### src/rtl/instr_fetch_unit_pkg.sv
// Shared constants for the instruction fetch unit.
//   DATA_WIDTH_32    : width of addresses and instruction words
//   INSTR_BYTES      : fetch address increment per instruction
//   DEFAULT_RESET_PC : default fetch address after reset
//   cnt_w(depth)     : width of an occupancy counter that can hold 0..depth
package instr_fetch_unit_pkg;

    localparam int                 DATA_WIDTH_32    = 32;
    localparam logic [31:0]        INSTR_BYTES      = 32'd4;
    localparam logic [31:0]        DEFAULT_RESET_PC = 32'h0000_0000;

    function automatic int cnt_w(input int depth);
        return $clog2(depth) + 1;
    endfunction

endpackage

### src/rtl/instr_fetch_unit_fetch_buffer.sv
// fetch_buffer: small synchronous FIFO with flush and occupancy count.
// Used both as the pending-PC queue (one entry per in-flight request) and
// as the instruction FIFO toward decode.
// Ports:
//   clk, rst : clock, synchronous active-high reset (clears storage too)
//   flush    : drop all entries this cycle (overrides push/pop)
//   push     : write wdata at the tail
//   pop      : advance the head (ignored when empty)
//   rdata    : head entry, read straight from storage (registered data)
//   count    : number of valid entries, 0..DEPTH
module fetch_buffer #(
    parameter int WIDTH = 32,
    parameter int DEPTH = 2
) (
    input  logic                   clk,
    input  logic                   rst,
    input  logic                   flush,
    input  logic                   push,
    input  logic [WIDTH-1:0]       wdata,
    input  logic                   pop,
    output logic [WIDTH-1:0]       rdata,
    output logic [$clog2(DEPTH):0] count
);

    localparam int AW = $clog2(DEPTH);

    logic [WIDTH-1:0] mem [DEPTH];
    logic [AW-1:0]    wr_ptr;
    logic [AW-1:0]    rd_ptr;
    logic [AW:0]      cnt;
    logic             full;
    logic             empty;
    logic             do_push;
    logic             do_pop;

    assign empty   = (cnt == '0);
    assign full    = (cnt == (AW+1)'(DEPTH));
    assign do_pop  = pop & !empty;
    // A push into a full FIFO is only legal when the head leaves in the same cycle.
    assign do_push = push & (!full | do_pop);

    always_ff @(posedge clk) begin
        if (rst) begin
            wr_ptr <= '0;
            rd_ptr <= '0;
            cnt    <= '0;
            for (int i = 0; i < DEPTH; i++) mem[i] <= '0;
        end else if (flush) begin
            wr_ptr <= '0;
            rd_ptr <= '0;
            cnt    <= '0;
        end else begin
            if (do_push) begin
                mem[wr_ptr] <= wdata;
                wr_ptr      <= wr_ptr + AW'(1);
            end
            if (do_pop) rd_ptr <= rd_ptr + AW'(1);
            cnt <= cnt + (AW+1)'(do_push) - (AW+1)'(do_pop);
        end
    end

    assign rdata = mem[rd_ptr];
    assign count = cnt;

    // Upstream credit accounting must never let the FIFO overflow.
    overflow_check: assert property (@(posedge clk) disable iff (rst || flush)
        !(push && full && !pop));

endmodule

### src/rtl/instr_fetch_unit.sv
// instr_fetch_unit: owns the fetch PC, issues in-order imem requests
// (req/gnt/rvalid), buffers returned words with their PC and hands them to
// decode over valid/ready. A redirect flushes buffered words and marks all
// in-flight responses for discard.
// Optional feature macro: FETCH_MISALIGN_CHECK_EN adds fetch_misaligned and
// stops fetching after a redirect to a non-word-aligned target.
// Ports:
//   clk, rst                     : clock, synchronous active-high reset
//   redirect_valid, redirect_pc  : load a new fetch address (highest priority)
//   imem_req, imem_addr          : request to instruction memory
//   imem_gnt                     : request accepted when imem_req & imem_gnt
//   imem_rvalid, imem_rdata      : in-order response
//   instr_valid, instr_ready     : decode handshake
//   instr_data, instr_pc         : head instruction and its address
//   fetch_misaligned (optional)  : sticky misaligned-redirect flag
module instr_fetch_unit
    import instr_fetch_unit_pkg::*;
#(
    parameter logic [DATA_WIDTH_32-1:0] RESET_PC = DEFAULT_RESET_PC,
    parameter int                       DEPTH    = 2
) (
    input  logic                     clk,
    input  logic                     rst,
    input  logic                     redirect_valid,
    input  logic [DATA_WIDTH_32-1:0] redirect_pc,
    output logic                     imem_req,
    output logic [DATA_WIDTH_32-1:0] imem_addr,
    input  logic                     imem_gnt,
    input  logic                     imem_rvalid,
    input  logic [DATA_WIDTH_32-1:0] imem_rdata,
    output logic                     instr_valid,
    input  logic                     instr_ready,
    output logic [DATA_WIDTH_32-1:0] instr_data,
    output logic [DATA_WIDTH_32-1:0] instr_pc
`ifdef FETCH_MISALIGN_CHECK_EN
    ,
    output logic                     fetch_misaligned
`endif
);

    localparam int CW = cnt_w(DEPTH);

    logic [DATA_WIDTH_32-1:0] fetch_pc;
    logic [DATA_WIDTH_32-1:0] pend_pc;
    logic [CW-1:0]            outstanding;
    logic [CW-1:0]            fifo_count;
    logic [CW-1:0]            discard;
    logic [CW:0]              credit_used;
    logic                     grant;
    logic                     drop;
    logic                     pop;
    logic                     misaligned;

    assign grant       = imem_req & imem_gnt;
    // A response is dropped if it belongs to a flushed stream, including one
    // that arrives in the redirect cycle itself.
    assign drop        = redirect_valid | (discard != '0);
    // Credit covers in-flight requests (discarded ones too) plus buffered words.
    assign credit_used = {1'b0, outstanding} + {1'b0, fifo_count};
    assign imem_req    = !rst && !redirect_valid && !misaligned &&
                         (credit_used < (CW+1)'(DEPTH));
    assign imem_addr   = fetch_pc;
    assign instr_valid = !rst && !redirect_valid && (fifo_count != '0);
    assign pop         = instr_valid & instr_ready;

    // Pending-PC queue: its occupancy is the in-flight request count.
    fetch_buffer #(.WIDTH(DATA_WIDTH_32), .DEPTH(DEPTH)) u_pend_q (
        .clk   (clk),
        .rst   (rst),
        .flush (1'b0),
        .push  (grant),
        .wdata (fetch_pc),
        .pop   (imem_rvalid),
        .rdata (pend_pc),
        .count (outstanding)
    );

    fetch_buffer #(.WIDTH(2*DATA_WIDTH_32), .DEPTH(DEPTH)) u_instr_q (
        .clk   (clk),
        .rst   (rst),
        .flush (redirect_valid),
        .push  (imem_rvalid & !drop),
        .wdata ({pend_pc, imem_rdata}),
        .pop   (pop),
        .rdata ({instr_pc, instr_data}),
        .count (fifo_count)
    );

    always_ff @(posedge clk) begin
        if (rst) begin
            fetch_pc <= RESET_PC;
            discard  <= '0;
        end else if (redirect_valid) begin
            fetch_pc <= redirect_pc & ~32'h3;
            discard  <= outstanding - CW'(imem_rvalid && (outstanding != '0));
        end else begin
            if (grant) fetch_pc <= fetch_pc + INSTR_BYTES;
            if (imem_rvalid && (discard != '0)) discard <= discard - CW'(1);
        end
    end

`ifdef FETCH_MISALIGN_CHECK_EN
    always_ff @(posedge clk) begin
        if (rst)                 misaligned <= 1'b0;
        else if (redirect_valid) misaligned <= (redirect_pc[1:0] != 2'b00);
    end
    assign fetch_misaligned = misaligned;
`else
    assign misaligned = 1'b0;
`endif

endmodule
### config.mk
export PLATFORM = sky130hd
export DESIGN_NAME = instr_fetch_unit
export DESIGN_NICKNAME = d
export VERILOG_FILES = /design/src/rtl/instr_fetch_unit_pkg.sv /design/src/rtl/instr_fetch_unit_fetch_buffer.sv /design/src/rtl/instr_fetch_unit.sv
export SDC_FILE = /design/constraint.sdc
export NUM_CORES = 1
export LEC_CHECK = 0
export ABC_AREA = 1
export CELL_PAD_IN_SITES_DETAIL_PLACEMENT = 1
export CELL_PAD_IN_SITES_GLOBAL_PLACEMENT = 1
export CORE_MARGIN = 4
export CORE_UTILIZATION = 46
export DETAILED_ROUTE_END_ITERATION = 8
export PLACE_DENSITY_LB_ADDON = 0.08
export REMOVE_ABC_BUFFERS = 1
export SLEW_MARGIN = 20
export SYNTH_ARGS = -nofsm -noshare
export SYNTH_HDL_FRONTEND = slang
export SYNTH_HIERARCHICAL = 1
export SYNTH_SLANG_ARGS = --single-unit
export TNS_END_PERCENT = 50
### constraint.sdc
create_clock -name clk -period 4.9 [get_ports clk]
set_input_delay 0.49 -clock clk [delete_from_list [all_inputs] [get_ports clk]]
set_output_delay 0.49 -clock clk [all_outputs]
set_load 0.02 [all_outputs]
Yosys cells after proc, flatten, opt, wreduce, memory -nomap -nowiden

Memories as Yosys holds them, arrays and structs flattened. A register that Yosys moved wholly into a read port is not among the register bits.
Index checks and enable logic that the tools add are counted.
W data, S select, Z words.

Add/sub/neg operators: 12
Order comparisons: 1
Equal/unequal tests: 2
Bitwise gates (word level): 10
Reduce and logical (&&, ||, !) cells: 22
Multiplexer cells: 23

Operators by type and width:

| cell                    | count |
|---|---|
| $mux W32                | 3 |
| $mux W64                | 1 |
| $reduce_or A64 Y1       | 1 |
| $add A32 B3 Y32 const B | 1 |
| $reduce_or A32 Y1       | 1 |
| $mux W1                 | 17 |
| $reduce_bool A2 Y1      | 5 |
| $and A1 B1 Y1           | 7 |
| $logic_not A1 Y1        | 7 |
| $sub A2 B1 Y2           | 3 |
| $logic_and A1 B1 Y1     | 5 |
| $add A1 B1 Y1 const B   | 4 |
| $add A2 B1 Y2           | 2 |
| $eq A2 B2 Y1 const B    | 2 |
| $logic_not A2 Y1        | 2 |
| $mux W2                 | 2 |
| $add A2 B2 Y3           | 1 |
| $lt A3 B2 Y1 const B    | 1 |
| $or A1 B1 Y1            | 3 |
| $reduce_or A2 Y1        | 1 |
| $sub A2 B1 Y2 const B   | 1 |

RAM bits: 192
Flip-flop bits (word level): 42
Logic and storage cells: 81
Input port bits: 70
Memories: 2

Memories:

| memory        | depth | width | read ports | clocked after Yosys merged registers in | wr ports | line                                | text |
|---|---|---|---|---|---|---|---|
| u_instr_q.mem | 2     | 64    | 1          | 1                                       | 2        | instr_fetch_unit_fetch_buffer.sv:27 | `logic [WIDTH-1:0] mem [DEPTH];` |
| u_pend_q.mem  | 2     | 32    | 1          | 1                                       | 2        | instr_fetch_unit_fetch_buffer.sv:27 |  |

Depth between registers and ports, before layout

Word-level depth: 13
Depth in mapped cells: 16
Depth with buffers taken out: 15

Cells and area by module

The synthesis kept the hierarchy.

By module, submodules not included:

| module                   | area each (um^2) | cells each | sequential area each (um^2) | instances |
|---|---|---|---|---|
| fetch_buffer (u_instr_q) | 5929.4           | 449        | 3943.8                      | 1 |
| fetch_buffer (u_pend_q)  | 3118.0           | 246        | 2021.9                      | 1 |
| instr_fetch_unit         | 2421.1           | 401        | 640.6                       | 1 |

Least setup slack after synthesis

Ideal clock, no wire load.

Path kind: input to register
Start: input port rst
End: memory u_instr_q/mem[0][0] (netlist name), enable pin
Arrival: 2.994 ns
Stages on the path: 10
Slack: 1.482 ns
Setup time: 0.424 ns
Required time: 4.476 ns
Cells stage by stage: buf_2 -> nor2_4 -> inv_1 -> nor3b_1 -> inv_1 -> nand3_1 -> nand3_1 -> buf_6 -> buf_6 -> nand2_1

RTL lines:

| element         | line                                | text |
|---|---|---|
| start, declared | instr_fetch_unit.sv:23              | `input logic rst,` |
| end, declared   | instr_fetch_unit_fetch_buffer.sv:27 |  |

==> results.md <==
* Cell count after synthesis at 1096
* Initial antenna violation count at 0
* Share of cells above drive strength 1 at 17.6%
* DRT iter0 DRCs at 366
* Die W at 166 um
* Syn Area/Cell at 10.5 sq um
* Number of library cell types mapped by synthesis at 41
* Non-filler instance count after layout at 1599
* Hold_sp: u_pend_q/rd_ptr
* Crit path launch type: input pin
* Post-CTS sizing at 0
* Vias in the first global route at 8733
* Fin. max-slew vios at 0
* CTS H-tree depth at 1
* Hold Vio Cnt, Final at 0
* Slew headroom at 33.1%
* CTS sink cnt at 234
* Core Util, Final at 57.7%
* Period utilization at 68.0%
* Critical Path Most Common Cell: inv_1
* Least-Margin Pin Slew at 1000 ps
* Crit path from: redirect_valid
* Total gr overflow at 0
* Core area at 24400 sq um
* Drt via density at 4.96
* Wire length of the first global-routing pass at 45.2 mm
* Final net count at 1333
* P_leak at 5.37 nW
* Latest clock arrival within the worst-skew pair at 520 ps
* Via count at 7928
* Synthesized area at 11500 sq um
* Reg clk slew, reported paths at 60 ps
* Drt first pass iters at 4
* RSZ-0062 raised after global routing: no
* Req. time, crit path at 5040 ps
* Pwr dens at 327 nW/um^2
* CTS Hold Bufs at 0
* Row cnt at 57
* Fmax at 300 MHz
* Initial core utilization at 47.0%
* # IOs at 168
* Worst setup EP type: register
* GRT Total Usage at 20.1%
* Max cap viols at 0
* Post-DP Area at 13200 sq um
* Final setup violation count at 0
* Peak supply drop at 189 uV
* Num CTS Buffers at 26
* Run status: completed
* Crit-path slowest cell: nand2_4
* CTS Root Cell: clkbuf_16
* Detailed Route WL at 27.7 mm
* Largest net degree at the start of global routing at 65
* Fill cell count at 2654
* Die height at 166 um
* Routability-driven placement congestion ratio at 0.819
* Final Power at 4.61 mW
* CTS tree: built
* Detail-routed net length per standard cell at 17.3 um
* Internal reg-to-reg setup slack at 1680 ps
* Final Cell Area at 14100 sq um
* Shortest period the worst path allows at 3330 ps
* FF+latch count, synth at 234
* Ys Warns at 6
* Sequential-to-total area share from yosys stat at 57.6%
* ANT nets after route at 0
* Crit path largest cell delay at 820 ps
* Worst path cell trace: clkdlybuf4s50_1, nor2_4, inv_1, nor3b_1, inv_1, nand3_1, nand3_4, nand2_4
* DRC at 0
* IO Port Bufs at 163
* Diodes inserted at 0
* Critical path class: input pin to register
* Worst hold slack at 520 ps
* Max Clock Skew at 12.8 ps
* Critical Path Fanout Max at 64
* Die Area at 27500 sq um
* CP arrival at 3470 ps
* Postcts setup bufs at 0
* Area growth from synthesis to layout at 22.7%
* Dpl cells at 1551
* Min-Delay Path Class: register to register
* Longest Clk Path Bufs at 3
* HPWL Detailed at 18.2 mm
* Reg-to-Reg Start: u_pend_q/count[0]
cells in the mapped netlist:
cell type	count	area, sq um
a21oi_1	24	120
a221oi_2	1	15.0
a31oi_1	6	37.5
and2_1	1	6.26
buf_2	9	45.0
buf_4	9	67.6
buf_6	21	236
buf_8	1	15.0
clkbuf_1	4	15.0
clkbuf_2	1	5.00
clkinv_1	1	3.75
conb_1	1	3.75
dfxtp_1	42	841
edfxtp_1	192	5770
fa_1	1	20.0
ha_1	7	87.6
inv_1	174	653
inv_2	7	26.3
mux2_1	2	22.5
mux2_2	94	1060
nand2_1	126	473
nand2_2	7	43.8
nand2_4	1	11.3
nand3_1	45	225
nand3_2	4	40.0
nand3_4	2	35.0
nand3b_1	1	7.51
nand4_1	6	37.5
nor2_1	204	766
nor2_2	31	194
nor2_4	30	338
nor3_1	5	25.0
nor3_2	1	10.0
nor3b_1	1	7.51
o211ai_1	2	15.0
o21ai_0	19	95.1
o21ai_1	3	15.0
o221ai_1	3	26.3
or2_2	1	6.26
xnor2_1	1	8.76
xor2_1	5	43.8
state kept, by name, indices dropped and copies added, names as in the netlist, 2 cells and up, named ones only:
signal	count
u_pend_q/count	2
u_pend_q/mem	64
discard	2
u_instr_q/mem	128
u_instr_q/count	2
imem_addr	30
worst max-delay path: cells and delay by family:
kind,cells,cell delay (ps)
buffers and inverters,3,920
AND/OR/NAND/NOR,5,1950
routing by layer:
| layer | wire length, um | track usage, % | part of all wire (%) | vias to the layer above |
|---|---|---|---|---|
| li1 | - | - | - | 3857 |
| met1 | 11700 | 24.7 | 42 | 3878 |
| met2 | 14300 | 37.4 | 51 | 156 |
| met3 | 1220 | 3.07 | 4.4 | 37 |
| met4 | 478 | 4.27 | 1.7 | 0 |
| met5 | 0 | 0 | 0 | - |
logic make-up after synthesis:
logic type	share of synthesized area (%)
buffers and inverters	9.31
multiplexers	9.43
flip-flops	57.6
AO/OA/AOI/OAI	2.83
XOR/XNOR	0.458
AND/OR/NAND/NOR	19.4
other	0.0327
adder cells (fa/ha/maj)	0.938
where the power goes:
| part | internal, mW | switching, mW | total, mW | leakage (nW) |
|---|---|---|---|---|
| Clock | 1.13 | 0.745 | 1.88 | 0.396 |
| Combinational | 0.189 | 0.253 | 0.442 | 2.64 |
| Sequential | 2.23 | 0.0511 | 2.28 | 2.34 |
| Total | 3.56 | 1.05 | 4.61 | 5.37 |
worst paths after layout:
| path | endpoint | cells after the start |
|---|---|---|
| max | u_instr_q/mem[0][40] | 8 |
| min | u_pend_q/rd_ptr | 2 |
| max reg2reg | u_pend_q/count[1] | 14 |
| min reg2reg | u_pend_q/rd_ptr | 2 |
area by class of cell:
class	instances	area (sq um)	share of cell area, %
clock inverter	6	77.6	0.551
inverter	182	683	4.86
multi-input combinational	639	3850	27.4
clock buffer	42	742	5.27
sequential	234	6610	47.0
timing repair buffer	172	1700	12.1
tap	324	405	2.88
per-stage QoR:
step | setup TNS (ps) | worst slack (ps)
2_1_floorplan | -50110 | -513
3_3_place_gp | 0 | 1070
3_5_place_dp | 0 | 1030
4_1_cts | 0 | 1510
5_1_grt | 0 | 1300
6_report | 0 | 1570
cells in the final DEF (no fill, tap or decap), types with 4 or more instances in the layout:
cell,count
clkbuf_16,27
buf_4,9
conb_1,5
nand2_2,7
nor2_1,204
nor3_1,5
inv_2,7
clkbuf_1,14
clkdlybuf4s50_1,163
edfxtp_1,192
nand4_1,6
nand3_2,4
o21ai_0,19
ha_1,7
nor2_4,30
nand3_1,43
nor2_2,31
a31oi_1,6
mux2_2,94
a21oi_1,24
dfxtp_1,41
nand2_1,124
nand3_4,4
inv_1,174
xor2_1,5
No activity file was read; power rests on OpenSTA's default activity.
